## src/rtl/i2c_pkg.sv

```systemverilog
// Shared definitions for the I2C transaction modules: FSM state encoding,
// default timer selection and byte-count sizing.
package i2c_pkg;

    typedef enum logic [2:0] {
        ST_IDLE      = 3'd0,
        ST_CHECK_BUS = 3'd1,
        ST_CMD_ADDR  = 3'd2,
        ST_SEND_REG  = 3'd3,
        ST_CMD_READ  = 3'd4,
        ST_RECV      = 3'd5,
        ST_WAIT_FREE = 3'd6,
        ST_FINISH    = 3'd7
    } i2c_state_e;

    localparam logic [3:0] TIMER_SEL_DEFAULT = 4'd1;
    localparam int         BYTE_CNT_W        = 4;
    localparam int         BYTE_MAX          = 16;
    localparam int         REMAIN_W          = 5;

    // A byte_count of zero encodes the maximum burst length.
    function automatic logic [REMAIN_W-1:0] byte_count_to_remaining(
        input logic [BYTE_CNT_W-1:0] cnt
    );
        logic [REMAIN_W-1:0] result;
        if (cnt == '0) begin
            result = REMAIN_W'(BYTE_MAX);
        end else begin
            result = {1'b0, cnt};
        end
        return result;
    endfunction

endpackage

```

## src/rtl/i2c_read_reg_burst.sv

```systemverilog
// Register burst reader: writes one register-address byte to the device,
// then reads 1..16 bytes with repeated-start, streaming each byte to the
// consumer through a valid/ready pass-through. Every wait is guarded by the
// shared one-shot timer; a missed ACK aborts from any busy state.
module i2c_read_reg_burst
    import i2c_pkg::*;
#(
    parameter logic [3:0] TIMER_SEL = TIMER_SEL_DEFAULT
) (
    input  logic       clk,
    input  logic       reset_n,
    input  logic       start,
    input  logic [6:0] dev_address,
    input  logic [7:0] reg_address,
    input  logic [3:0] byte_count,
    output logic       done,
    output logic       message_failure,
    output logic       busy,
    output logic       timer_start,
    output logic       timer_reset,
    output logic [3:0] timer_param,
    input  logic       timer_exp,
    output logic [6:0] i2c_dev_address,
    output logic       i2c_cmd_start,
    output logic       i2c_cmd_read,
    output logic       i2c_cmd_write_multiple,
    output logic       i2c_cmd_stop,
    output logic       i2c_cmd_valid,
    input  logic       i2c_cmd_ready,
    output logic [7:0] i2c_data_out,
    output logic       i2c_data_out_valid,
    output logic       i2c_data_out_last,
    input  logic       i2c_data_out_ready,
    input  logic [7:0] i2c_data_in,
    input  logic       i2c_data_in_valid,
    output logic       i2c_data_in_ready,
    input  logic       i2c_bus_busy,
    input  logic       i2c_bus_active,
    input  logic       i2c_missed_ack,
    output logic [7:0] rd_data,
    output logic       rd_valid,
    output logic       rd_last,
    input  logic       rd_ready
);

    i2c_state_e          state_q;
    logic [REMAIN_W-1:0] remaining_q;
    logic                first_read_q;
    logic [6:0]          dev_q;
    logic [7:0]          reg_addr_q;
    logic                busy_q;
    logic                done_q;
    logic                fail_q;
    logic                timer_start_q;
    logic                timer_reset_q;
    logic [3:0]          timer_param_q;
    logic                cmd_valid_q;
    logic                cmd_start_q;
    logic                cmd_read_q;
    logic                cmd_wm_q;
    logic                cmd_stop_q;
    logic                dout_valid_q;
    logic                dout_last_q;
    logic                rd_last_q;

    logic                advance;
    logic                waiting;
    logic                fail_now;
    logic                in_recv;

    // Condition that lets the current wait state move on this cycle.
    always_comb begin
        advance = 1'b0;
        case (state_q)
            ST_CHECK_BUS: advance = ~i2c_bus_busy & ~i2c_bus_active;
            ST_CMD_ADDR:  advance = i2c_cmd_ready;
            ST_SEND_REG:  advance = i2c_data_out_ready;
            ST_CMD_READ:  advance = i2c_cmd_ready;
            ST_RECV:      advance = i2c_data_in_valid & rd_ready;
            ST_WAIT_FREE: advance = ~i2c_bus_busy;
            default:      advance = 1'b0;
        endcase
    end

    // A completed handshake beats a simultaneous timeout; a missed ACK beats everything.
    assign waiting  = (state_q != ST_IDLE) && (state_q != ST_FINISH);
    assign fail_now = (state_q != ST_IDLE) &&
                      (i2c_missed_ack || (waiting && timer_exp && !advance));

    // Byte stream is passed straight through while receiving, silent otherwise.
    assign in_recv           = (state_q == ST_RECV);
    assign rd_data           = in_recv ? i2c_data_in : 8'h00;
    assign rd_valid          = in_recv & i2c_data_in_valid;
    assign i2c_data_in_ready = in_recv & rd_ready;

    // Transaction sequencer; every registered output is set on the transition into a state.
    always_ff @(posedge clk or negedge reset_n) begin
        if (!reset_n) begin
            state_q       <= ST_IDLE;
            remaining_q   <= '0;
            first_read_q  <= 1'b0;
            dev_q         <= '0;
            reg_addr_q    <= '0;
            busy_q        <= 1'b0;
            done_q        <= 1'b0;
            fail_q        <= 1'b0;
            timer_start_q <= 1'b0;
            timer_reset_q <= 1'b1;
            timer_param_q <= TIMER_SEL;
            cmd_valid_q   <= 1'b0;
            cmd_start_q   <= 1'b0;
            cmd_read_q    <= 1'b0;
            cmd_wm_q      <= 1'b0;
            cmd_stop_q    <= 1'b0;
            dout_valid_q  <= 1'b0;
            dout_last_q   <= 1'b0;
            rd_last_q     <= 1'b0;
        end else begin
            timer_start_q <= 1'b0;
            timer_reset_q <= 1'b0;
            timer_param_q <= TIMER_SEL;
            done_q        <= 1'b0;
            fail_q        <= 1'b0;
            if (fail_now) begin
                state_q       <= ST_IDLE;
                busy_q        <= 1'b0;
                done_q        <= 1'b1;
                fail_q        <= 1'b1;
                timer_reset_q <= 1'b1;
                cmd_valid_q   <= 1'b0;
                dout_valid_q  <= 1'b0;
                dout_last_q   <= 1'b0;
                rd_last_q     <= 1'b0;
            end else begin
                case (state_q)
                    ST_IDLE: begin
                        // Timer is held in reset while nothing is in flight.
                        timer_reset_q <= 1'b1;
                        if (start) begin
                            dev_q         <= dev_address;
                            reg_addr_q    <= reg_address;
                            remaining_q   <= byte_count_to_remaining(byte_count);
                            first_read_q  <= 1'b1;
                            busy_q        <= 1'b1;
                            timer_start_q <= 1'b1;
                            state_q       <= ST_CHECK_BUS;
                        end
                    end
                    ST_CHECK_BUS: begin
                        if (advance) begin
                            cmd_valid_q   <= 1'b1;
                            cmd_start_q   <= 1'b1;
                            cmd_read_q    <= 1'b0;
                            cmd_wm_q      <= 1'b1;
                            cmd_stop_q    <= 1'b0;
                            timer_start_q <= 1'b1;
                            timer_reset_q <= 1'b1;
                            state_q       <= ST_CMD_ADDR;
                        end
                    end
                    ST_CMD_ADDR: begin
                        if (advance) begin
                            cmd_valid_q   <= 1'b0;
                            dout_valid_q  <= 1'b1;
                            dout_last_q   <= 1'b1;
                            timer_start_q <= 1'b1;
                            timer_reset_q <= 1'b1;
                            state_q       <= ST_SEND_REG;
                        end
                    end
                    ST_SEND_REG: begin
                        if (advance) begin
                            dout_valid_q  <= 1'b0;
                            dout_last_q   <= 1'b0;
                            cmd_valid_q   <= 1'b1;
                            cmd_start_q   <= first_read_q;
                            cmd_read_q    <= 1'b1;
                            cmd_wm_q      <= 1'b0;
                            cmd_stop_q    <= (remaining_q == 5'd1);
                            timer_start_q <= 1'b1;
                            timer_reset_q <= 1'b1;
                            state_q       <= ST_CMD_READ;
                        end
                    end
                    ST_CMD_READ: begin
                        if (advance) begin
                            cmd_valid_q   <= 1'b0;
                            first_read_q  <= 1'b0;
                            rd_last_q     <= (remaining_q == 5'd1);
                            timer_start_q <= 1'b1;
                            timer_reset_q <= 1'b1;
                            state_q       <= ST_RECV;
                        end
                    end
                    ST_RECV: begin
                        if (advance) begin
                            remaining_q   <= remaining_q - 5'd1;
                            rd_last_q     <= 1'b0;
                            timer_start_q <= 1'b1;
                            timer_reset_q <= 1'b1;
                            if (remaining_q > 5'd1) begin
                                // Next read: repeated start already issued, stop on the final byte.
                                cmd_valid_q <= 1'b1;
                                cmd_start_q <= 1'b0;
                                cmd_read_q  <= 1'b1;
                                cmd_wm_q    <= 1'b0;
                                cmd_stop_q  <= (remaining_q == 5'd2);
                                state_q     <= ST_CMD_READ;
                            end else begin
                                state_q     <= ST_WAIT_FREE;
                            end
                        end
                    end
                    ST_WAIT_FREE: begin
                        if (advance) begin
                            state_q <= ST_FINISH;
                        end
                    end
                    ST_FINISH: begin
                        // done lands in the first IDLE cycle, same as on the failure path.
                        done_q        <= 1'b1;
                        busy_q        <= 1'b0;
                        timer_reset_q <= 1'b1;
                        state_q       <= ST_IDLE;
                    end
                    default: begin
                        state_q <= ST_IDLE;
                    end
                endcase
            end
        end
    end

    assign done                   = done_q;
    assign message_failure        = fail_q;
    assign busy                   = busy_q;
    assign timer_start            = timer_start_q;
    assign timer_reset            = timer_reset_q;
    assign timer_param            = timer_param_q;
    assign i2c_dev_address        = dev_q;
    assign i2c_cmd_start          = cmd_start_q;
    assign i2c_cmd_read           = cmd_read_q;
    assign i2c_cmd_write_multiple = cmd_wm_q;
    assign i2c_cmd_stop           = cmd_stop_q;
    assign i2c_cmd_valid          = cmd_valid_q;
    assign i2c_data_out           = reg_addr_q;
    assign i2c_data_out_valid     = dout_valid_q;
    assign i2c_data_out_last      = dout_last_q;
    assign rd_last                = rd_last_q;

endmodule

```

## config.mk

```make
export PLATFORM = sky130hd
export DESIGN_NAME = i2c_read_reg_burst
export DESIGN_NICKNAME = d
export VERILOG_FILES = /design/src/rtl/i2c_pkg.sv /design/src/rtl/i2c_read_reg_burst.sv
export SDC_FILE = /design/constraint.sdc
export NUM_CORES = 1
export LEC_CHECK = 0
export BUFFER_PORTS_ARGS = -buffer_cell sky130_fd_sc_hd__buf_2
export CAP_MARGIN = 30
export CORE_AREA = 3 3 53 104
export DETAILED_ROUTE_END_ITERATION = 16
export DIE_AREA = 0 0 56 107
export GPL_TIMING_DRIVEN = 0
export PLACE_DENSITY = 0.78
export SLEW_MARGIN = 25
export SYNTH_ARGS = -nofsm -noshare
export SYNTH_HDL_FRONTEND = slang
export SYNTH_SLANG_ARGS = --single-unit
export TNS_END_PERCENT = 100
```

## constraint.sdc

```tcl
create_clock -name clk -period 3.56 [get_ports clk]
set_input_delay 0.712 -clock clk [delete_from_list [all_inputs] [get_ports clk]]
set_output_delay 0.712 -clock clk [all_outputs]
set_load 0.02 [all_outputs]
```

==> results.txt <==
- Status: completed
- The largest total area in the synthesized netlist belongs to sky130_fd_sc_hd__dfrtp_1.
- RePlAce Congestion: between 0.8 and 0.9
- Insertion delay of the later-clocked pin in the worst-skew pair: roughly 0.28 ns
- Counting flops and latches in the post-synthesis netlist gives 36.
* Reg2Reg Launch Point: state_q[2]
- Number of H-tree levels: 2
- Final standard cell area without fillers: between 2000 and 3000 sq um
- For the pin with the worst max-slew slack, the measured transition is a little under 0.8 ns.
- Total count of max-transition violations in the final report: 0
- Leading register cell type out of synthesis: sky130_fd_sc_hd__dfrtp_1
* Count of flip-flops with a built-in enable after synthesis: 0
- The clock passes through at most 2 buffers.
- Routed wire length: around 4600 microns
- Overflow after GRT: 0
* Std cell rows: 36
- Leakage Power: around 1.3 nW
- Synth unique cells: 44
* Combinational share of power: between 50% and 60%
- Setup repair after global routing left no endpoint under its margin.
- The tree is rooted in a sky130_fd_sc_hd__clkbuf_8.
- Derived from the worst setup path, the maximum achievable clock frequency is 375.1 MHz.
- Final setup skew: between 0.004 and 0.005 ns
- The worst path in the final design needs a cycle of 2.666 ns, including I/O delays and setup.
- Global-route wire length before repair: between 8000 and 9000 microns
* Port Buffer Count: 75
* Crit. End Element: output pin
- Count of mapped cells out of synthesis: 197
- Across the run, the number of max-cap violations was 0.
- Net switching is between 40 and 50% of the power.
- Mean post-synth cell area: approximately 9.9 sq um
- In this run the critical register-to-register path is captured at i2c_cmd_write_multiple.
- Critical path's slowest cell: sky130_fd_sc_hd__clkbuf_1
- In the final design database the tool counted 322 nets.
- TritonCTS built the clock tree.
- Setup total negative slack on the finished layout was measured at 0 ns.
- In this run, post-CTS hold repair placed 0 buffers.
* Die width: ~56 microns
- Final hold violation count: 0
- Dividing the detail-routed wire length by the instance count gives approximately 14 microns.
- Area growth from synthesis to layout: 29.14%
* Critical path arrival: 1.95 ns
- The tightest hold path in the finished design has a slack of 0.4986 ns.
- Drc violations: 0
* Antenna violations before repair: 0
- Initial core utilization: 39.89%
- Pwr per Cell Area: approximately 860 nW/um^2
- Library cell appearing most often on the critical path: sky130_fd_sc_hd__clkbuf_1
- Before antenna repair, the detailed router went through 4 iterations.
- Largest net degree at the start of global routing: 37
- In this run the cell area measured after placement is 2395 sq um.
- The largest single stage delay on the critical path is around 0.35 ns.
- The share of synthesized area in the top cell type comes to a little under half.
* Number of buffer and inverter instances along the worst setup path: 4
- Mapped cell area: 1941 sq um
- After clock tree synthesis, the clock-pin slew on the worst setup and hold paths is 0.08 ns.
- Setup Fix Bufs, Post-CTS: 0
- For this design, the sink count on the clock tree is 36.
- Top area cells in the synthesized netlist: sky130_fd_sc_hd__dfrtp_1 (45%), sky130_fd_sc_hd__mux2_2 (8.7%), sky130_fd_sc_hd__nor2_1 (3.9%), sky130_fd_sc_hd__and3_1 (3.5%), sky130_fd_sc_hd__a21oi_1 (3.1%)
- Min-delay worst type: input pin to asynchronous set/reset pin
* Vias in the first global route: between 1,500 and 2,000
- Part of the cycle the worst path needs: approximately three quarters
- Switching power: 0.0009177 W
- The final route contains roughly 1,800 vias.
- Standard cell core area: between 4000 and 5000 sq um
* Power Internal: 0.001231 W
- The post-route netlist has between 40% and 50% of its cells at a drive strength greater than 1.
- HPWL Detailed: about 3700 microns
- List of cells traversed by the critical path: clkbuf_1 -> clkbuf_1 -> clkbuf_1 -> and3_1 -> buf_2
- Gates resized during post-CTS repair numbered 0.
- The repair_antennas step left the layout with diodes totalling 0.
- Largest fanout of any net on the critical path: 10
- Final setup fails: 0
- Across all register-to-register paths, the minimum setup slack is about 1.2 ns.
* Die height: about 110 microns
- Data on the critical path is required at its endpoint by roughly 2.9 ns.
- After detailed routing, the number of vias per cell comes to 5.183.
- Length in cells of the worst reg-to-reg path: 8
- Relative slew margins: between 40% and 50%
- Area of the die: approximately 6000 sq um
* Count of boundary I/O pins: 80
- Proportion of power drawn by flip-flops and latches: between 30% and 40%
- The cell family contributing the most delay on the critical path is buffers and inverters.
* Setup crit start kind: register
* Critical path start-end classification: register to output pin
- After the first detailed-routing iteration, the DRC count stood at between 50 and 60.
* Async set or reset register ratio after synthesis: 100.0%
* CTS Buf Count: 5
- For this run, the number of Yosys warnings is 0.
- Clock power frac: between 10% and 20%
- After synthesis, flip-flops and latches occupy 46.49% of the total area.
- Max IR drop VDD: between 0.0004 and 0.0005 V
- Total global-route track usage: around 17%
- Count of nets left with antenna violations after detail routing: 0
[cell usage in the layout, fill, tap and decap left out, drive strengths merged, types with 2 or more instances in the layout]
| cell type | n |
|---|---|
| nor2b | 2 |
| clkbuf | 12 |
| nor2 | 21 |
| a211oi | 2 |
| nand2b | 5 |
| nand2 | 10 |
| mux2 | 18 |
| ha | 3 |
| conb | 4 |
| and3 | 11 |
| a31oi | 3 |
| and2 | 2 |
| mux2i | 3 |
| a21oi | 12 |
| nor3 | 3 |
| nand3b | 2 |
| o21ai | 19 |
| nand3 | 3 |
| inv | 5 |
| a32o | 2 |
| dfrtp | 35 |
| a21o | 2 |
| buf | 85 |
[registers in the layout, summed over array words and instances, names as in the netlist, 3 cells and up]
| signal | cells |
|---|---|
| i2c_data_out | 8 |
| i2c_dev_address | 7 |
| remaining_q | 5 |
| state_q | 3 |
[how the worst max path moves through the flow]
stage | start | end | slack (ns) | cells after the start
final | state_q[0] | rd_data[7] | 0.89 | 5
after global routing | state_q[0] | rd_data[4] | 0.67 | 5
after CTS | state_q[0] | rd_data[7] | 0.87 | 5
after detailed placement | i2c_bus_busy | i2c_cmd_write_multiple | 1.04 | 8
after global placement | i2c_bus_busy | i2c_cmd_stop | 1.07 | 8
after floorplan | i2c_bus_busy | i2c_cmd_start | 1.34 | 7
[synth_stat cells, types with 2 or more instances]
cell and count:
sky130_fd_sc_hd__a21o_1 2, sky130_fd_sc_hd__a21oi_1 12, sky130_fd_sc_hd__a31oi_1 3, sky130_fd_sc_hd__a32o_1 2, sky130_fd_sc_hd__and2_1 2, sky130_fd_sc_hd__and3_1 11
sky130_fd_sc_hd__buf_2 4, sky130_fd_sc_hd__buf_4 5, sky130_fd_sc_hd__clkbuf_1 7, sky130_fd_sc_hd__conb_1 2, sky130_fd_sc_hd__dfrtp_1 35, sky130_fd_sc_hd__ha_1 3
sky130_fd_sc_hd__inv_1 5, sky130_fd_sc_hd__mux2_2 15, sky130_fd_sc_hd__mux2_4 3, sky130_fd_sc_hd__mux2i_1 3, sky130_fd_sc_hd__nand2_1 10, sky130_fd_sc_hd__nand2b_1 5
sky130_fd_sc_hd__nand3_1 3, sky130_fd_sc_hd__nand3b_1 2, sky130_fd_sc_hd__nor2_1 20, sky130_fd_sc_hd__nor2b_1 2, sky130_fd_sc_hd__nor3_1 3, sky130_fd_sc_hd__o21ai_0 12
sky130_fd_sc_hd__o21ai_1 7
[final cells by class]
type | instances | area, sq um
fillers | 479 | 2359
multi-input cells | 141 | 932.1
flip-flops and latches | 36 | 902.1
repair buffers | 75 | 375.4
plain buffers | 17 | 95.09
well taps | 57 | 71.32
clock buffers | 5 | 68.82
clock inverters | 3 | 42.54
inverters | 5 | 18.77
[kinds of logic (layout without fill, tap and decap cells)]
group | after synthesis | count (layout) | share of synthesized area, %
buffers and inverters | 22 | 105 | 5.868
other | 2 | 4 | 0.3870
adders and majority gates | 3 | 3 | 1.934
muxes | 21 | 21 | 12.57
DFF | 36 | 36 | 46.49
and+or+nand+nor | 65 | 65 | 17.28
AOI/OAI and AO/OA | 48 | 48 | 15.48
[stage by stage]
stage / utilization [%] / setup WS, ns / cells / power, W
final: 51.52 / 0.8942 / 339 / 0.002149
after global routing: 51.52 / 0.6687 / 339 / 0.002317
after CTS: 51.52 / 0.8705 / 339 / 0.002179
after detailed placement: 49.23 / 1.043 / 331 / 0.001811
after global placement: 49.23 / 1.073 / 331 / 0.001774
after floorplan: - / 1.339 / 199 / 0.001473
[power groups by stage]
stage               sequential [W]  combinational (W)  clock, W
floorplan                 0.000866           0.000607         0
global placement          0.000688            0.00109         0
detailed placement        0.000702            0.00111         0
CTS                       0.000694            0.00111  0.000370
global route              0.000722            0.00121  0.000388
finish                    0.000691            0.00110  0.000360
[metal layers]
metal / routed length (microns) / track usage (%) / part of all wire (%)
met5: 0 / 0 / 0
met4: 83 / 7.301 / 1.8
met3: 247 / 1.928 / 5.3
met2: 2641 / 33.33 / 57
met1: 1671 / 16.36 / 36
Note: power is estimated with default switching activity, not from simulation.
